## src/rtl/dadda_pkg.sv

```systemverilog
// Shared constants for the Dadda multiplier family: the reduction height
// sequence and a helper that sizes the reduction tree from the operand width.
package dadda_pkg;

  localparam int MAX_WIDTH = 16;
  localparam int DADDA_D [0:7] = '{2, 3, 4, 6, 9, 13, 19, 28};

  // One reduction stage per sequence entry that is below the tallest column.
  function automatic int dadda_stages(input int width);
    int n;
    n = 0;
    for (int k = 0; k < 8; k++) begin
      if (DADDA_D[k] < width) n++;
    end
    return n;
  endfunction

endpackage

```

## src/rtl/dadda_reduce.sv

```systemverilog
// Combinational Baugh-Wooley partial-product matrix reduced to two rows by a
// Dadda tree of fa/ha cells; each stage's column layout is derived at elaboration.
module dadda_reduce
  import dadda_pkg::*;
#(
  parameter int WIDTH = 8
) (
  input  logic [WIDTH-1:0]   a,
  input  logic [WIDTH-1:0]   b,
  input  logic               mode,
  output logic [2*WIDTH-1:0] sum_row,
  output logic [2*WIDTH-1:0] carry_row
);

  localparam int COLS = 2 * WIDTH;
  localparam int NST  = dadda_stages(WIDTH);

  localparam int SEL_FA   = 0;
  localparam int SEL_HA   = 1;
  localparam int SEL_H    = 2;
  localparam int SEL_OFF  = 3;
  localparam int SEL_COFF = 4;
  localparam int SEL_CIN  = 5;

  function automatic int pp_cnt(input int c);
    if (c < WIDTH) return c + 1;
    else if (c < COLS - 1) return COLS - 1 - c;
    else return 0;
  endfunction

  function automatic int imin(input int c);
    return (c >= WIDTH) ? c - WIDTH + 1 : 0;
  endfunction

  function automatic int init_h(input int c);
    return pp_cnt(c) + (((c == WIDTH) || (c == COLS - 1)) ? 1 : 0);
  endfunction

  // Replays the Dadda schedule up to stage s. The top column is never reduced:
  // only its parity survives truncation, so it just collects carries.
  function automatic int dinfo(input int s, input int c, input int sel);
    int h  [2*MAX_WIDTH];
    int nf [2*MAX_WIDTH];
    int nh [2*MAX_WIDTH];
    int cin, r, d, acc_h, acc_c, res;
    res = 0;
    for (int i = 0; i < COLS; i++) h[i] = init_h(i);
    for (int k = 0; k <= s; k++) begin
      d     = (k < NST) ? DADDA_D[NST-1-k] : 0;
      cin   = 0;
      acc_h = 0;
      acc_c = 0;
      for (int i = 0; i < COLS; i++) begin
        nf[i] = 0;
        nh[i] = 0;
        if ((k < NST) && (i < COLS - 1)) begin
          r = h[i] + cin - d;
          if (r > 0) begin
            nf[i] = r / 2;
            nh[i] = r % 2;
          end
        end
        if ((k == s) && (i == c)) begin
          if (sel == SEL_FA) res = nf[i];
          else if (sel == SEL_HA) res = nh[i];
          else if (sel == SEL_H) res = h[i];
          else if (sel == SEL_OFF) res = acc_h;
          else if (sel == SEL_COFF) res = acc_c;
          else res = cin;
        end
        acc_h += h[i];
        acc_c += nf[i] + nh[i];
        cin = nf[i] + nh[i];
      end
      if ((k == s) && (c == COLS)) res = (sel == SEL_OFF) ? acc_h : acc_c;
      for (int i = COLS - 1; i >= 0; i--) begin
        h[i] = h[i] - 2 * nf[i] - nh[i] + ((i > 0) ? nf[i-1] + nh[i-1] : 0);
      end
    end
    return res;
  endfunction

  for (genvar s = 0; s <= NST; s++) begin : g_st
    logic [dinfo(s, COLS, SEL_OFF)-1:0] v;
    if (s == 0) begin : g_pp
      for (genvar i = 0; i < WIDTH; i++) begin : g_i
        for (genvar j = 0; j < WIDTH; j++) begin : g_j
          localparam int   C   = i + j;
          localparam logic INV = ((i == WIDTH - 1) != (j == WIDTH - 1));
          assign v[dinfo(0, C, SEL_OFF) + i - imin(C)] = (a[i] & b[j]) ^ (mode & INV);
        end
      end
      // Baugh-Wooley correction ones, present only for signed beats.
      assign v[dinfo(0, WIDTH, SEL_OFF) + pp_cnt(WIDTH)] = mode;
      assign v[dinfo(0, COLS - 1, SEL_OFF)] = mode;
    end else begin : g_red
      logic [dinfo(s-1, COLS, SEL_COFF)-1:0] cy;
      for (genvar c = 0; c < COLS; c++) begin : g_col
        localparam int NF  = dinfo(s - 1, c, SEL_FA);
        localparam int NH  = dinfo(s - 1, c, SEL_HA);
        localparam int PH  = dinfo(s - 1, c, SEL_H);
        localparam int PB  = dinfo(s - 1, c, SEL_OFF);
        localparam int CB  = dinfo(s - 1, c, SEL_COFF);
        localparam int CIN = dinfo(s - 1, c, SEL_CIN);
        localparam int OB  = dinfo(s, c, SEL_OFF);
        localparam int NP  = PH - 3 * NF - 2 * NH;
        for (genvar k = 0; k < NP; k++) begin : g_pass
          assign v[OB+k] = g_st[s-1].v[PB+3*NF+2*NH+k];
        end
        for (genvar k = 0; k < NF; k++) begin : g_fa
          fa u_fa (
            .a  (g_st[s-1].v[PB+3*k]),
            .b  (g_st[s-1].v[PB+3*k+1]),
            .ci (g_st[s-1].v[PB+3*k+2]),
            .s  (v[OB+NP+k]),
            .co (cy[CB+k])
          );
        end
        for (genvar k = 0; k < NH; k++) begin : g_ha
          ha u_ha (
            .a  (g_st[s-1].v[PB+3*NF+2*k]),
            .b  (g_st[s-1].v[PB+3*NF+2*k+1]),
            .s  (v[OB+NP+NF+k]),
            .co (cy[CB+NF+k])
          );
        end
        for (genvar k = 0; k < CIN; k++) begin : g_cin
          assign v[OB+NP+NF+NH+k] = cy[CB-CIN+k];
        end
      end
    end
  end

  for (genvar c = 0; c < COLS - 1; c++) begin : g_out
    assign sum_row[c] = g_st[NST].v[dinfo(NST, c, SEL_OFF)];
    if (dinfo(NST, c, SEL_H) == 2) begin : g_two
      assign carry_row[c] = g_st[NST].v[dinfo(NST, c, SEL_OFF) + 1];
    end else begin : g_one
      assign carry_row[c] = 1'b0;
    end
  end
  assign sum_row[COLS-1]   = ^g_st[NST].v[dinfo(NST, COLS - 1, SEL_OFF) +: dinfo(NST, COLS - 1, SEL_H)];
  assign carry_row[COLS-1] = 1'b0;

endmodule

```

## src/rtl/fa.sv

```systemverilog
// Full-adder cell from the shared arithmetic cell library.
module fa (
  input  logic a,
  input  logic b,
  input  logic ci,
  output logic s,
  output logic co
);
  assign s  = a ^ b ^ ci;
  assign co = (a & b) | (ci & (a ^ b));
endmodule

```

## src/rtl/ha.sv

```systemverilog
// Half-adder cell from the shared arithmetic cell library.
module ha (
  input  logic a,
  input  logic b,
  output logic s,
  output logic co
);
  assign s  = a ^ b;
  assign co = a & b;
endmodule

```

## src/rtl/dadda_mult_pipe.sv

```systemverilog
// Three-stage streaming multiplier: operand capture, Dadda reduction, and a
// ripple carry-propagate add, all advancing together under one stall signal.
module dadda_mult_pipe
  import dadda_pkg::*;
#(
  parameter int WIDTH = 8
) (
  input  logic               clk,
  input  logic               rst,
  input  logic               in_valid,
  output logic               in_ready,
  input  logic [WIDTH-1:0]   in_a,
  input  logic [WIDTH-1:0]   in_b,
  input  logic               in_signed,
  output logic               out_valid,
  input  logic               out_ready,
  output logic [2*WIDTH-1:0] out_p
);

  localparam int PW = 2 * WIDTH;

  // Handshake: a beat transfers on a cycle where valid && ready. The whole
  // pipe moves when the output slot is empty or being popped; otherwise every
  // stage (bubbles included) holds, and in_ready drops in the same cycle.
  logic adv;
  assign adv      = !out_valid || out_ready;
  assign in_ready = adv;

  logic             s1_valid, s1_signed;
  logic [WIDTH-1:0] s1_a, s1_b;
  logic             s2_valid;
  logic [PW-1:0]    s2_sum, s2_carry;
  logic [PW-1:0]    red_sum, red_carry;
  logic [PW-1:0]    sum_p;
  logic [PW-2:0]    rc;

  dadda_reduce #(.WIDTH(WIDTH)) u_reduce (
    .a         (s1_a),
    .b         (s1_b),
    .mode      (s1_signed),
    .sum_row   (red_sum),
    .carry_row (red_carry)
  );

  ha u_add0 (
    .a  (s2_sum[0]),
    .b  (s2_carry[0]),
    .s  (sum_p[0]),
    .co (rc[0])
  );
  for (genvar i = 1; i < PW - 1; i++) begin : g_add
    fa u_add (
      .a  (s2_sum[i]),
      .b  (s2_carry[i]),
      .ci (rc[i-1]),
      .s  (sum_p[i]),
      .co (rc[i])
    );
  end
  // Carry out of the top bit is dropped: the product is exact in PW bits.
  assign sum_p[PW-1] = s2_sum[PW-1] ^ s2_carry[PW-1] ^ rc[PW-2];

  always_ff @(posedge clk or posedge rst) begin
    if (rst) begin
      s1_valid  <= 1'b0;
      s1_signed <= 1'b0;
      s1_a      <= '0;
      s1_b      <= '0;
      s2_valid  <= 1'b0;
      s2_sum    <= '0;
      s2_carry  <= '0;
      out_valid <= 1'b0;
      out_p     <= '0;
    end else if (adv) begin
      s1_valid  <= in_valid;
      s1_signed <= in_signed;
      s1_a      <= in_a;
      s1_b      <= in_b;
      s2_valid  <= s1_valid;
      s2_sum    <= red_sum;
      s2_carry  <= red_carry;
      out_valid <= s2_valid;
      out_p     <= sum_p;
    end
  end

endmodule

```

## config.mk

```make
export PLATFORM = sky130hd
export DESIGN_NAME = dadda_mult_pipe
export DESIGN_NICKNAME = d
export VERILOG_FILES = /design/src/rtl/dadda_pkg.sv /design/src/rtl/dadda_reduce.sv /design/src/rtl/fa.sv /design/src/rtl/ha.sv /design/src/rtl/dadda_mult_pipe.sv
export SDC_FILE = /design/constraint.sdc
export NUM_CORES = 1
export LEC_CHECK = 0
export ABC_CLOCK_PERIOD_IN_PS = 16000
export CAP_MARGIN = 20
export CELL_PAD_IN_SITES_DETAIL_PLACEMENT = 1
export CELL_PAD_IN_SITES_GLOBAL_PLACEMENT = 2
export CORE_UTILIZATION = 44
export CTS_CLUSTER_SIZE = 16
export DETAILED_ROUTE_END_ITERATION = 10
export PLACE_DENSITY = 0.89
export SYNTH_ARGS = -nofsm -noshare
export SYNTH_HDL_FRONTEND = slang
export SYNTH_SLANG_ARGS = --single-unit
```

## constraint.sdc

```tcl
create_clock -name clk -period 16 [get_ports clk]
set_input_delay 3.2 -clock clk [delete_from_list [all_inputs] [get_ports clk]]
set_output_delay 3.2 -clock clk [all_outputs]
set_load 0.02 [all_outputs]
```

==> summary.txt, run 1 <==
EDFF count, synth - 0
setup ws final - 7360 ps
Hold/Removal Path Class - reg -> reg
post-synth top area share - 37.4%
Reg power frac - 29.0%
met1 Use GR - 22.8%
H-tree levels - 3
DP Worst Slack - 7360 ps
GR Util met3 - 2.46%
Worst-Margin Slew - 826 ps
top cells by count, synth - dfrtp_1 (66), mux2_4 (50), fa_1 (48)
Die Ht - 102 µm
layout net count - 442
cell repeated most along the worst path - clkdlybuf4s50_1
layout cell share with drive strength beyond 1 - 19.4%
Pint - 0.000663 W
Reg clk slew, reported paths - 70 ps
Switch Pwr - 0.000393 W
Clock power frac - 14.3%
syn avg cell area - 13.3 µm²
Root Buffer - clkbuf_8
crit-path cells - clkdlybuf4s50_1 > nor2b_4 > inv_6 > clkdlybuf4s50_1
later-pin clock latency in the skew report - 350 ps
via count - 2468
Area growth, synth to finish - 13.9%
IO Count - 39
grt total ovfl - 0
Comb pwr share - 56.8%
RSZ-0062 raised after global routing - no
Starting Density - 45.3%
clock buffer count from CTS - 9
initial antenna violation count - 0
Syn Nets - 408
sequential share of the synthesized area - 37.4%
ys flop type - dfrtp_1
initial DRC count - 42
Max FO, Critical Path - 60
Core Area - 0.00973 mm²
Netlist Area Pre-Place - 0.00441 mm²
number of global-route vias before repair - 2829
die footprint - 0.0104 mm²
Avg Vias per Cell - 4.90
total power - 0.00106 W
Pre-antenna DRT Iters - 4
die width - 102 µm
Seq cells post-synth - 66
input/output buffers - 38
cell with the most instances after synthesis - dfrtp_1
Critical Path RT - 12800 ps
final setup fails - 0
Max transition margin - 45.0%
slowest stage delay, CP - 760 ps
Bufs on Longest Clock Path - 2
Max Cap Violations - 0
DP HPWL - 6310 µm
final worst path period need - 8640 ps
WL/cell - 17.5 µm
pin count of the biggest net entering global routing - 67
f_max - 0.116 GHz
drt total wl - 8830 µm
Ant. Diodes - 0
post-CTS setup repair buffer count - 0
LEAKAGE - 2.38 nW
post-route ant nets - 0
busiest grt layer - met2
startpoint types - input port
fin util - 51.6%
crit path capture type - output port
CTS Sinks - 66
pwr dens - 210 mW/mm²
met2 GRT Util - 35.1%
CTS tree - built
Syn Inst Count - 332
# resized after CTS - 0
Worst path slowest cell - clkdlybuf4s50_1
Residual DRC - 0
TNS Setup - 0 ps
largest cells by area after synthesis - dfrtp_1 (37%), fa_1 (22%), mux2_4 (17%), and2_1 (4.3%), inv_1 (3.1%)
first-pass GRT wire length - 14700 µm
# rows - 36
Synth warnings - 0
final worst path period share - 54.0%
VDD IR max - 0.0640 mV
quantity of hold-fixing buffers added after cts - 0
Synth area leader - dfrtp_1
Crit Path Category - in -> out
Critical Path AT - 5440 ps
Layout Skew - 8.26 ps
Max Slew Vio Count - 0
outcome - finished clean
Netlist cell types - 23
final RePlAce weighted congestion - 0.782
sw frac - 37.2%
GRT Total Usage - 19.3%
ys async rst share - 100%
final hold violations - 0
[per-stage QoR]
stage | area (µm²) | cells | hold WS, ps
2_1_floorplan | 4410 | 332 | 435
3_3_place_gp | 4810 | 488 | 450
3_5_place_dp | 4810 | 488 | 476
4_1_cts | 5020 | 504 | 489
5_1_grt | 5020 | 504 | 523
6_report | 5020 | 504 | 487
[worst max-delay path, delay by kind of cell]
family                 cells  cell delay [ps]
AND/OR/NAND/NOR            1              150
buffers and inverters      3             2060
[area by class of cell]
cell class | instances | area, µm²
multi-input cells | 212 | 2450
well taps | 133 | 166
fillers | 1020 | 4710
flip-flops and latches | 66 | 1650
repair buffers | 39 | 388
clock buffers | 13 | 169
inverters | 38 | 148
clock inverters | 3 | 46.3
[metal layers]
layer  vias to the layer above  part of all wire, %
met1                      1315                   42
met5                         -                    0
met4                         0                  1.8
met3                        10                  1.9
li1                       1105                    -
met2                        38                   54
[state kept, by name, indices dropped and copies added, names as in the netlist]
register	cells
out_p	16
s2_sum	16
s2_carry	14
s1_a	8
s1_b	8
out_valid	1
s1_signed	1
s1_valid	1
s2_valid	1
[cells in the final DEF, fill, tap and decap left out, drive strengths merged, types with 3 or more instances in the layout]
| cell | n |
|---|---|
| nand2 | 34 |
| inv | 38 |
| clkbuf | 13 |
| a21oi | 6 |
| xnor2 | 6 |
| nor3b | 6 |
| fa | 48 |
| and2 | 30 |
| clkdlybuf4s50 | 38 |
| mux2i | 3 |
| mux2 | 53 |
| xor2 | 9 |
| ha | 7 |
| dfrtp | 66 |
| o21ai | 4 |
| nand3b | 4 |
[worst paths after layout]
| check | slack, ps | cells past startpoint | end | from |
|---|---|---|---|---|
| setup / recovery | 7360 | 4 | in_ready | out_ready |
| hold / removal | 490 | 1 | out_valid | s2_valid |
| setup reg to reg | 9370 | 19 | out_p[15] | s2_carry[1] |
| hold reg to reg | 490 | 1 | out_valid | s2_valid |
| max in group asynchronous | 12030 | 3 | s1_a[0] | rst |
| min in group asynchronous | 3410 | 3 | s2_valid | rst |
[power groups by stage]
stage	Clock, W	Combinational (W)	Sequential [W]
detailed placement	0	0.000613	0.000310
floorplan	0	0.000454	0.000303
global placement	0	0.000570	0.000305
CTS	0.000154	0.000616	0.000307
finish	0.000151	0.000600	0.000306
global route	0.000159	0.000675	0.000316
[logic make-up after synthesis]
| kind of cell | count (synthesis) | share of synthesized area (%) |
|---|---|---|
| buf+inv | 54 | 6.92 |
| fa+ha+maj | 55 | 23.8 |
| flops | 66 | 37.4 |
| mux | 56 | 18.5 |
| xor+xnor | 15 | 2.98 |
| simple gates | 76 | 9.30 |
| compound gates | 10 | 1.13 |
Note: power is estimated with default switching activity, not from simulation.
==> inputs of run 2 (changes only) <==
--- a/config.mk
+++ b/config.mk
@@ -5,14 +5,14 @@
 export SDC_FILE = /design/constraint.sdc
 export NUM_CORES = 1
 export LEC_CHECK = 0
-export ABC_CLOCK_PERIOD_IN_PS = 16000
+export ABC_CLOCK_PERIOD_IN_PS = 7700
 export CAP_MARGIN = 20
 export CELL_PAD_IN_SITES_DETAIL_PLACEMENT = 1
 export CELL_PAD_IN_SITES_GLOBAL_PLACEMENT = 2
-export CORE_UTILIZATION = 44
+export CORE_UTILIZATION = 37
 export CTS_CLUSTER_SIZE = 16
 export DETAILED_ROUTE_END_ITERATION = 10
-export PLACE_DENSITY = 0.89
+export PLACE_DENSITY = 0.81
 export SYNTH_ARGS = -nofsm -noshare
 export SYNTH_HDL_FRONTEND = slang
 export SYNTH_SLANG_ARGS = --single-unit
==> constraint.sdc (replaced) <==
create_clock -name clk -period 7.7 [get_ports clk]
set_input_delay 1.54 -clock clk [delete_from_list [all_inputs] [get_ports clk]]
set_output_delay 1.54 -clock clk [all_outputs]
set_load 0.02 [all_outputs]
==> run 2 against run 1 <==
Net effect:
- the run now ends with DRC left
- critical path depth up 15
- via count down 1.6%
- cell count up 2.0%
- count of clock-buffer cells in the layout down 3
- core utilization down 7.2 points
- critical path type is now reg -> reg
- largest cell class unchanged
- largest power group unchanged
==> summary.txt, run 2 (synthesis gave the netlist of run 1 again) <==
slowest stage delay, CP - 480 ps
Worst Hold Depth - 1
Bufs on Longest Clock Path - 2
Max Cap Violations - 0
Area growth, synth to finish - 16.0%
Avg Vias per Cell - 4.72
Metal-1 WL - 3890 µm
fin util - 44.4%
Crit path depth - 19
clock buffer count from CTS - 9
pin count of the biggest net entering global routing - 67
FF-to-FF path depth - 19
Residual DRC - 6
WHS - 465 ps
DP HPWL - 6120 µm
Max Slew Vio Count - 0
Root Buffer - clkbuf_16
initial DRC count - 89
final RePlAce weighted congestion - 0.729
Critical Path AT - 6900 ps
commonest non-fill, non-tap cell in the layout - dfrtp_1
f_max - 0.150 GHz
top sig layer - met4
Clock power frac - 18.0%
IO Count - 39
TNS Setup - 0 ps
Max transition margin - 44.4%
delay-heaviest family, CP - adder cells
WL/cell - 16.8 µm
failing checks - DRC
Critical path buffers and inverters - 3
CTS tree - built
Pint - 0.00144 W
biggest regs - out_p x16, s2_sum x16, s2_carry x14
Pre-antenna DRT Iters - 8
crit-path cells - ha_1 > fa_1 > fa_1 > fa_1 > fa_1 > fa_1 > fa_1 > fa_1 > fa_1 > fa_1 > fa_1 > inv_1 > fa_1 > inv_1 > fa_1 > inv_1 > fa_1 > xnor2_1 > mux2_4
pwr dens - 440 mW/mm²
number of global-route vias before repair - 2786
final worst path period need - 6680 ps
Reg clk slew, reported paths - 60 ps
Core Area - 0.0115 mm²
initial antenna violation count - 0
GRT Total Usage - 15.7%
layout net count - 442
LEAKAGE - 2.41 nW
Critical Path RT - 7920 ps
Max FO, Critical Path - 2
input/output buffers - 38
# rows - 39
Worst path slowest cell - fa_1
post-route ant nets - 0
CTS Sinks - 66
Worst-Margin Slew - 834 ps
Reg power frac - 28.3%
via count - 2428
commonest cells after routing, fill and taps aside - dfrtp_1 (66), mux2_4 (50), fa_1 (48)
Layout Skew - 7.37 ps
die width - 111 µm
Switch Pwr - 0.000810 W
die footprint - 0.0124 mm²
Starting Density - 38.3%
drt total wl - 8630 µm
later-pin clock latency in the skew report - 330 ps
# resized after CTS - 0
final worst path period share - 86.7%
outcome - finished with violations
layout cell share with drive strength beyond 1 - 19.4%
Hold/Removal Path Class - reg -> reg
cell repeated most along the worst path - fa_1
Comb pwr share - 53.6%
total power - 0.00225 W
VDD IR max - 0.124 mV
DR WL met3 - 226 µm
final setup fails - 0
sw frac - 36.0%
quantity of hold-fixing buffers added after cts - 0
crit path capture type - register
Die Ht - 111 µm
final hold violations - 0
RSZ-0062 raised after global routing - no
startpoint types - register
Ant. Diodes - 0
first-pass GRT wire length - 14800 µm
Crit Path Category - reg -> reg
grt total ovfl - 0
post-CTS setup repair buffer count - 0
H-tree levels - 3
met2 wirelength from detailed routing - 4380 µm
-- run 2: cell types whose count changed in the layout (fill, tap and decap cells not counted), sizes merged --
cell and change:
clkinvlp +1, clkinv +2, clkbuf -3
-- run 2: final cells by class --
cell class	count	area [µm²]
clock buffers	10	229
repair buffers	39	388
fillers	1195	6400
well taps	143	179
inverters	38	148
multi-input cells	212	2450
flip-flops and latches	66	1650
clock inverters	6	67.6
-- run 2: per-stage QoR --
stage / setup WS, ps / instance area [µm²] / std cells
after CTS: 947 / 5120 / 514
after detailed placement: 980 / 4820 / 498
after floorplan: 1270 / 4410 / 332
after global routing: 703 / 5120 / 514
final: 1020 / 5120 / 514
after global placement: 1070 / 4820 / 498
-- run 2: worst paths after layout --
path	from	endpoint	slack, ps
max	s2_carry[1]	out_p[15]	1020
max in group asynchronous	rst	s2_carry[10]	5380
min in group asynchronous	rst	out_p[1]	1770
min reg2reg	s2_valid	out_valid	470
max reg2reg	s2_carry[1]	out_p[15]	1020
min	s2_valid	out_valid	470
-- run 2: worst register-to-register path: stages, from the launching register on --
cell,delay [ps]
dfrtp_1,390
ha_1,220
fa_1,450
fa_1,460
fa_1,470
fa_1,480
fa_1,460
fa_1,480
fa_1,460
fa_1,470
fa_1,460
fa_1,420
inv_1,90
fa_1,170
inv_1,60
fa_1,400
inv_1,90
fa_1,200
xnor2_1,90
mux2_4,250
-- run 2: layer usage --
layer	vias to the layer above	GRT usage, %
li1	1108	-
met1	1281	19.9
met2	29	26.2
met3	10	3.72
met4	0	5.95
met5	-	0
-- run 2: power groups by stage --
stage	sequential, W	clock [W]	combinational (W)
5_1_grt	0.000659	0.000431	0.00138
6_report	0.000637	0.000406	0.00121
3_3_place_gp	0.000637	0	0.00119
2_1_floorplan	0.000630	0	0.000943
3_5_place_dp	0.000646	0	0.00124
4_1_cts	0.000643	0.000419	0.00124
==> inputs of run 3 (changes only) <==
--- a/config.mk
+++ b/config.mk
@@ -5,7 +5,6 @@
 export SDC_FILE = /design/constraint.sdc
 export NUM_CORES = 1
 export LEC_CHECK = 0
-export ABC_CLOCK_PERIOD_IN_PS = 7700
 export CAP_MARGIN = 20
 export CELL_PAD_IN_SITES_DETAIL_PLACEMENT = 1
 export CELL_PAD_IN_SITES_GLOBAL_PLACEMENT = 2
==> results of run 3 <==
The final DEF is identical to that of run 2; final timing and power are the same.
